`src/rtl/fifo_ctrl_sclk.sv`:
```
// Pointer/flag controller for a single-clock dual-port RAM FIFO.
// Never asserts the write and read strobes together: a write always takes priority.
module fifo_ctrl_sclk #(
  parameter int unsigned ADDR_WIDTH = 3,
  parameter int unsigned CNT_WIDTH  = ADDR_WIDTH + 1
) (
  input  logic                  clk,
  input  logic                  reset,
  input  logic                  push,
  input  logic                  pop,
  input  logic [CNT_WIDTH-1:0]  umbral_af,
  input  logic [CNT_WIDTH-1:0]  umbral_ae,
  output logic                  we_a,
  output logic                  re_a,
  output logic [ADDR_WIDTH-1:0] addr_wa,
  output logic [ADDR_WIDTH-1:0] addr_ra,
  output logic                  rd_valid,
  output logic [CNT_WIDTH-1:0]  fifo_count,
  output logic                  full,
  output logic                  empty,
  output logic                  almost_full,
  output logic                  almost_empty,
  output logic                  overflow_err,
  output logic                  underflow_err
);

  localparam int unsigned DEPTH = 1 << ADDR_WIDTH;

  logic [ADDR_WIDTH-1:0] wr_ptr_q, wr_ptr_d;
  logic [ADDR_WIDTH-1:0] rd_ptr_q, rd_ptr_d;
  logic [CNT_WIDTH-1:0]  count_q, count_d;
  logic                  rd_valid_q, rd_valid_d;
  logic                  full_q, full_d;
  logic                  empty_q, empty_d;
  logic                  af_q, af_d;
  logic                  ae_q, ae_d;
  logic                  ovf_q, ovf_d;
  logic                  unf_q, unf_d;
  logic                  push_ok, pop_ok;
  logic                  we, re;

  always_comb begin
    push_ok = push & ~full_q;
    pop_ok  = pop & ~empty_q;
    we      = ~reset & push_ok;
    // A granted pop yields to a granted push; the requester keeps pop asserted.
    re      = ~reset & pop_ok & ~push_ok;

    wr_ptr_d = wr_ptr_q;
    rd_ptr_d = rd_ptr_q;
    count_d  = count_q;
    if (we) begin
      wr_ptr_d = wr_ptr_q + ADDR_WIDTH'(1);
      count_d  = count_q + CNT_WIDTH'(1);
    end else if (re) begin
      rd_ptr_d = rd_ptr_q + ADDR_WIDTH'(1);
      count_d  = count_q - CNT_WIDTH'(1);
    end

    rd_valid_d = re;
    full_d     = (count_d == CNT_WIDTH'(DEPTH));
    empty_d    = (count_d == '0);
    af_d       = (count_d >= umbral_af);
    ae_d       = (count_d <= umbral_ae);
    ovf_d      = ovf_q | (push & full_q);
    unf_d      = unf_q | (pop & empty_q);
  end

  always_ff @(posedge clk) begin
    if (reset) begin
      wr_ptr_q   <= '0;
      rd_ptr_q   <= '0;
      count_q    <= '0;
      rd_valid_q <= 1'b0;
      full_q     <= 1'b0;
      empty_q    <= 1'b1;
      af_q       <= 1'b0;
      ae_q       <= 1'b1;
      ovf_q      <= 1'b0;
      unf_q      <= 1'b0;
    end else begin
      wr_ptr_q   <= wr_ptr_d;
      rd_ptr_q   <= rd_ptr_d;
      count_q    <= count_d;
      rd_valid_q <= rd_valid_d;
      full_q     <= full_d;
      empty_q    <= empty_d;
      af_q       <= af_d;
      ae_q       <= ae_d;
      ovf_q      <= ovf_d;
      unf_q      <= unf_d;
    end
  end

  assign we_a          = we;
  assign re_a          = re;
  assign addr_wa       = wr_ptr_q;
  assign addr_ra       = rd_ptr_q;
  assign rd_valid      = rd_valid_q;
  assign fifo_count    = count_q;
  assign full          = full_q;
  assign empty         = empty_q;
  assign almost_full   = af_q;
  assign almost_empty  = ae_q;
  assign overflow_err  = ovf_q;
  assign underflow_err = unf_q;

endmodule

```
`config.mk`:
```
export PLATFORM = sky130hd
export DESIGN_NAME = fifo_ctrl_sclk
export DESIGN_NICKNAME = d
export VERILOG_FILES = /design/src/rtl/fifo_ctrl_sclk.sv
export SDC_FILE = /design/constraint.sdc
export NUM_CORES = 1
export LEC_CHECK = 0
export CAP_MARGIN = 5
export CORE_ASPECT_RATIO = 1.5
export CORE_MARGIN = 2
export CORE_UTILIZATION = 40
export CTS_CLUSTER_SIZE = 40
export DETAILED_ROUTE_END_ITERATION = 10
export HOLD_SLACK_MARGIN = 0.12
export PLACE_DENSITY = 0.81
export SYNTH_ARGS = -nofsm -noshare
export SYNTH_HDL_FRONTEND = slang
export SYNTH_SLANG_ARGS = --single-unit
```
`constraint.sdc`:
```
create_clock -name clk -period 1.9 [get_ports clk]
set_input_delay 0.285 -clock clk [delete_from_list [all_inputs] [get_ports clk]]
set_output_delay 0.285 -clock clk [all_outputs]
set_load 0.01 [all_outputs]
```
# Yosys cells after proc, flatten, opt, wreduce, memory -nomap -nowiden
# Cells that the tools add are included.
[op_classes]
n_addsub = 4
eq_ne = 1
reduce_logical = 2
n_lt_le_gt_ge = 2
muxes = 2
bitwise_logic = 14
[op_table]
columns = ["operator", "n"]
rows = [
  ["2-to-1 mux 4 bit", 2],
  ["bitwise AND 1 bit", 7],
  ["adder 3 x 1 -> 3 bit (second input constant)", 2],
  ["NOT 1 bit", 5],
  ["adder 4 x 1 -> 4 bit (second input constant)", 1],
  ["equality test 4 bit (second input constant)", 1],
  ["greater-or-equal comparator 4 bit", 1],
  ["less-or-equal comparator 4 bit", 1],
  ["logical NOT 4 bit", 1],
  ["subtractor 4 x 1 -> 4 bit (second input constant)", 1],
  ["OR 1 bit", 2],
  ["AND reduction 2 bit", 1],
]
[totals]
inputBits = 12
regBits = 17
output_inout_bits = 19

# Longest topological paths before layout
[logic_depth]
ltp_word = 7
depth_mapped = 9
depth_no_buf = 9

# Worst setup path after synthesis
# OpenSTA, ideal clock, no wires.
[synth_timing]
path_kind = "reg-to-reg"
from = "register empty_q (netlist: empty)"
to = "register ae_q (netlist: almost_empty)"
stages_incl_launch_ff = 10
setup_slack_ps = -231
t_required_ps = 1774
path_buffers = 0
arrival_ps = 2005
cell_sequence = "dfxtp_1 > nand2b_1 > nor3_1 > a22oi_1 > xor2_1 > inv_1 > ha_1 > inv_1 > a211oi_1 > o31ai_1"
[synth_via]
elab_chain_len = 7
[synth_rtl]
columns = ["element", "line_no", "text"]
rows = [
  ["start, declared", "34", "logic empty_q, empty_d;"],
  ["start signal, assigned", "87", "empty_q <= empty_d;"],
  ["NOT 1 bit", "44", "pop_ok = pop & ~empty_q;"],
  ["bitwise AND 1 bit", "44", ""],
  ["bitwise AND 1 bit (2 in a row)", "47", "re = ~reset & pop_ok & ~push_ok;"],
  ["named net re_a", "14", "output logic re_a,"],
  ["2-to-1 mux 4 bit", "55", "end else if (re) begin"],
  ["2-to-1 mux 4 bit", "52", "if (we) begin"],
  ["named net count_d[3]", "31", "logic [CNT_WIDTH-1:0] count_q, count_d;"],
  ["less-or-equal comparator 4 bit", "64", "ae_d = (count_d <= umbral_ae);"],
  ["end signal, assigned", "78", "ae_q <= 1'b1;"],
  ["end signal, assigned", "89", "ae_q <= ae_d;"],
  ["end, declared", "36", "logic ae_q, ae_d;"],
]
# The timed path passes the listed nets, and every way through them passes these cells.
# A chain may end at the register's enable or synchronous reset.

# Worst setup path in the final report
[layout_timing]
from = "input push"
to = "register ae_q (netlist: almost_empty)"
[layout_via]
elab_chain_len = 6
elab_cells_between_ends = 7
classes_between = "1 x order compare; 2 x mux; 4 x bitwise"
[layout_rtl]
columns = ["element", "line_no", "text"]
rows = [
  ["start, declared", "9", "input logic push,"],
  ["bitwise AND 1 bit *", "43", "push_ok = push & ~full_q;"],
  ["NOT 1 bit", "47", ""],
  ["bitwise AND 1 bit", "47", ""],
  ["2-to-1 mux 4 bit", "55", ""],
  ["2-to-1 mux 4 bit *", "52", ""],
  ["named net count_d[1]", "31", ""],
  ["less-or-equal comparator 4 bit *", "64", ""],
]
# Mark *: on every way through the listed nets, which the timed path passes. The rest lies on a longest branch.

==> metrics.md <==
| Metric | Value |
|---|---|
| Status | `complete, but fails checks` |
| Failing checks | `setup timing` |
| Top post-synthesis cells by area | `dfxtp_1 (36%), ha_1 (13%), nor2_1 (5.5%), a21oi_1 (4.2%), xnor2_1 (3.7%)` |
| Number of nets still failing antenna checks after routing | `0` |
| Number of enable-type register cells in the synthesized netlist | `0` |
| Std-Cell Core Area | `between 2000 and 2500 sq um` |
| Vias after detailed routing | `1042` |
| Data required time at the worst endpoint | `2.11 ns` |
| Setup ws final | `-0.142 ns` |
| Lkg Pwr | `~0.73 nW` |
| Max Freq | `around 0.49 GHz` |
| Fraction of layout instances using a drive strength above 1 | `35.3%` |
| Finished layout cell area | `1680 sq um` |
| Cell taking the most area after synthesis | `dfxtp_1` |
| Max FO, Critical Path | `4` |
| CP max stage delay | `roughly 0.35 ns` |
| Clock tree from TritonCTS | `done` |
| Global-route layer with the greatest usage | `met2` |
| Half-perimeter wire length after detailed placement | `approximately 2100 um` |
| X dimension of the die | `43.9 um` |
| Number of input and output port buffers inserted | `30` |
| Global-route wire length before repair | `4620 um` |
| Nets | `~190` |
| Number of nets produced by synthesis | `132` |
| Worst setup path category | `primary input to flip-flop` |
| Post-layout power | `0.00103 W` |
| Area of placed instances | `1460 sq um` |
| Final Wtd Congestion | `0.819` |
| Top Ports | `31` |
| Filler Cell Count | `176` |
| Synth Cell Area | `~950 sq um` |
| Reg-to-reg critical path startpoint | `empty` |
| Max-slew violation total from the final report | `0` |
| Actual slew at the worst max-slew pin | `between 0.2 and 0.3 ns` |
| Average detailed-routed wire length per instance | `16.2 um` |
| Classification of the worst-slack hold path | `primary input to flip-flop` |
| Hold violation total from the final report | `0` |
| Total CTS buffers | `3` |
| Via count of the first global-routing pass | `about 1100` |
| Cell count of the worst hold path | `3` |
| Total Routed Length | `roughly 3100 um` |
| Clock input transition at the sequential cells of the worst setup and hold paths | `0.11 ns` |
| Syn-to-layout area delta | `75.6%` |
| Initial Utilization | `between 40% and 50%` |
| Sequential fraction of the synthesis area | `35.6%` |
| Power per unit of standard cell area | `~610 nW/um^2` |
| Slew Limit Headroom | `about four fifths` |
| Total of flip-flops plus latches after synthesis | `17` |
| Commonest register cell after synthesis | `dfxtp_1` |
| Area fraction of the dominant cell type after synthesis | `35.6%` |
| Total stage count of the critical path | `9` |
| Async SR Flop Fraction | `0%` |
| Yosys cell types | `33` |
| DRC Markers | `0` |
| Global route overflow | `0` |
| Number of standard cells after synthesis | `110` |
| Slowest library cell on the worst path | `a211o_1` |
| Root buffer cell | `clkbuf_4` |
| Startpoint Class | `primary input` |
| Number of cells on the worst reg-to-reg path | `8` |
| Finish-stage setup viols | `2` |
| Average instance area after synthesis | `8.68 sq um` |
| Total clock sinks | `17` |
| Number of iterations in the first detailed-routing pass | `4` |
| Max-cap viol count | `0` |
| Worst VDD drop | `323 uV` |
| Worst Hold Launch | `push` |
| Clock insertion delay at the later pin of the skew report | `0.30 ns` |
| Met2 track demand over resource in global routing | `41.4%` |
| Largest clock skew in the final design | `0.00298 ns` |
| Die boundary height | `about 64 um` |
| Ant. Diodes | `0` |
| Antenna violations before repair | `0` |
| Largest net degree at the start of global routing | `14` |
| Die Area | `~2800 sq um` |
| Global Route met3 Usage | `2.26%` |
| List of most frequent post-synthesis cells | `dfxtp_1 (17), nor2_1 (14), ha_1 (10), inv_1 (9), a21oi_1 (8)` |
| Synth warn | `0` |
| Met1 demand-to-capacity share in global routing | `22.2%` |
| Iter 0 DRT Violations | `23` |
| Final core utilization | `between 70% and 80%` |
| Kind of end point of the critical path | `flip-flop` |
| Reg-to-reg critical path endpoint | `almost_empty` |
| Clock period minus worst slack | `2.04 ns` |
| Hold WS | `0.467 ns` |
| Overall track demand over capacity in global routing | `22.1%` |
| Via density | `5.40` |
| Cell-by-cell trace of the critical path | `dlygate4sd2_1 > nor2b_2 > nor3_4 > nor3_2 > a211o_1 > ha_4 > a21oi_4 > a211oi_2 > o31ai_1` |
| Sink of the worst hold path | `overflow_err` |
| Final period utilization | `107%` |
| Setup slack of the worst register-to-register path | `-0.13 ns` |
| Dominant cell by count in the synthesized netlist | `dfxtp_1` |
| Top Family by Delay on Critical Path | `compound AO/OA/AOI/OAI gates` |
| Arrival @ worst endpoint | `~2.3 ns` |
| Floorplan row count | `21` |
| RSZ-0062 raised after global routing | `yes` |
| Depth of the CTS H-tree | `1` |
| Buffer levels on the longest clock path | `2` |
| Critical path buffers and inverters | `1` |
-- worst max-delay path by stage --
stage | slack [ns] | from | endpoint
4_1_cts | -0.05 | fifo_count[0] | almost_full
3_5_place_dp | -0.54 | push | almost_full
6_report | -0.14 | push | almost_empty
3_3_place_gp | -0.52 | push | almost_full
5_1_grt | -0.21 | empty | almost_empty
2_1_floorplan | 0.01 | full | almost_empty
-- placed cells by master (no fill, tap or decap), types with 2 or more instances in the layout --
cell type / synthesis / routed
nand2b_4: 0 / 2
buf_4: 1 / 29
dfxtp_2: 0 / 3
nand2b_1: 4 / 2
xnor2_1: 4 / 3
ha_1: 10 / 7
dfxtp_1: 17 / 13
xor2_1: 4 / 4
a21oi_1: 8 / 5
nor3_2: 1 / 3
dlygate4sd2_1: 0 / 4
nor3_1: 6 / 3
nand3b_1: 2 / 2
clkdlybuf4s50_1: 0 / 25
a21oi_4: 0 / 2
nand2_1: 5 / 5
nor2_1: 14 / 13
clkbuf_4: 0 / 3
inv_1: 9 / 7
o21ai_1: 2 / 2
ha_4: 0 / 3
-- area by class of cell --
class | instances | area, sq um | share of cell area [%]
clock buffer | 4 | 26.3 | 1.57
timing repair buffer | 61 | 547 | 32.6
multi-input combinational | 79 | 691 | 41.2
sequential | 17 | 348 | 20.7
tap | 23 | 28.8 | 1.72
inverter | 9 | 36.3 | 2.16
-- timing repair --
action / in CTS / in global routing
pin swaps: 12 / 8
hold buffers: 0 / 0
resized for setup: 21 / 4
endpoints found under the setup margin: 6 / 4
buffers inserted: 4 / 5
-- per-stage QoR --
step | TNS [ns] | setup WS [ns] | cells
after floorplan | 0 | 0.0125 | 110
after global placement | -2.10 | -0.523 | 180
after detailed placement | -2.32 | -0.544 | 180
after CTS | -0.0814 | -0.0548 | 188
after global routing | -0.423 | -0.211 | 193
final | -0.256 | -0.142 | 193
-- state kept, by name, summed over array words and instances, names as in the netlist --
register,cells
full,1
addr_ra,3
addr_wa,3
overflow_err,1
almost_full,1
underflow_err,1
fifo_count,4
empty,1
almost_empty,1
rd_valid,1
-- report_power, final --
group | switching [W] | total (W) | internal, W
logic | 0.000187 | 0.000414 | 0.000226
clock network | 0.000128 | 0.000209 | 0.0000818
registers | 0.0000225 | 0.000405 | 0.000382
-- routing by layer --
metal  wire (um)  vias up  share of wire (%)
met5           0        -                  0
met2        1770       40                 57
met1        1130      488                 36
met4         108        0                3.5
li1            -      502                  -
met3         110       12                3.5
-- cell families after synthesis --
| family | after synthesis | synth area share (%) |
|---|---|---|
| buf+inv | 14 | 6.81 |
| flops | 17 | 35.6 |
| xor+xnor | 8 | 7.34 |
| compound gates | 21 | 15.1 |
| simple gates | 40 | 22.0 |
| fa+ha+maj | 10 | 13.1 |
-- worst register-to-register path: stages, from the launching register on --
cell      delay [ns]
dfxtp_2         0.34
nand2b_4        0.16
nor3_4          0.21
nor3_2          0.09
a211o_1         0.35
ha_4            0.26
a21oi_4         0.14
a211oi_2        0.10
o31ai_1         0.29
(Power assumes the default switching activity.)
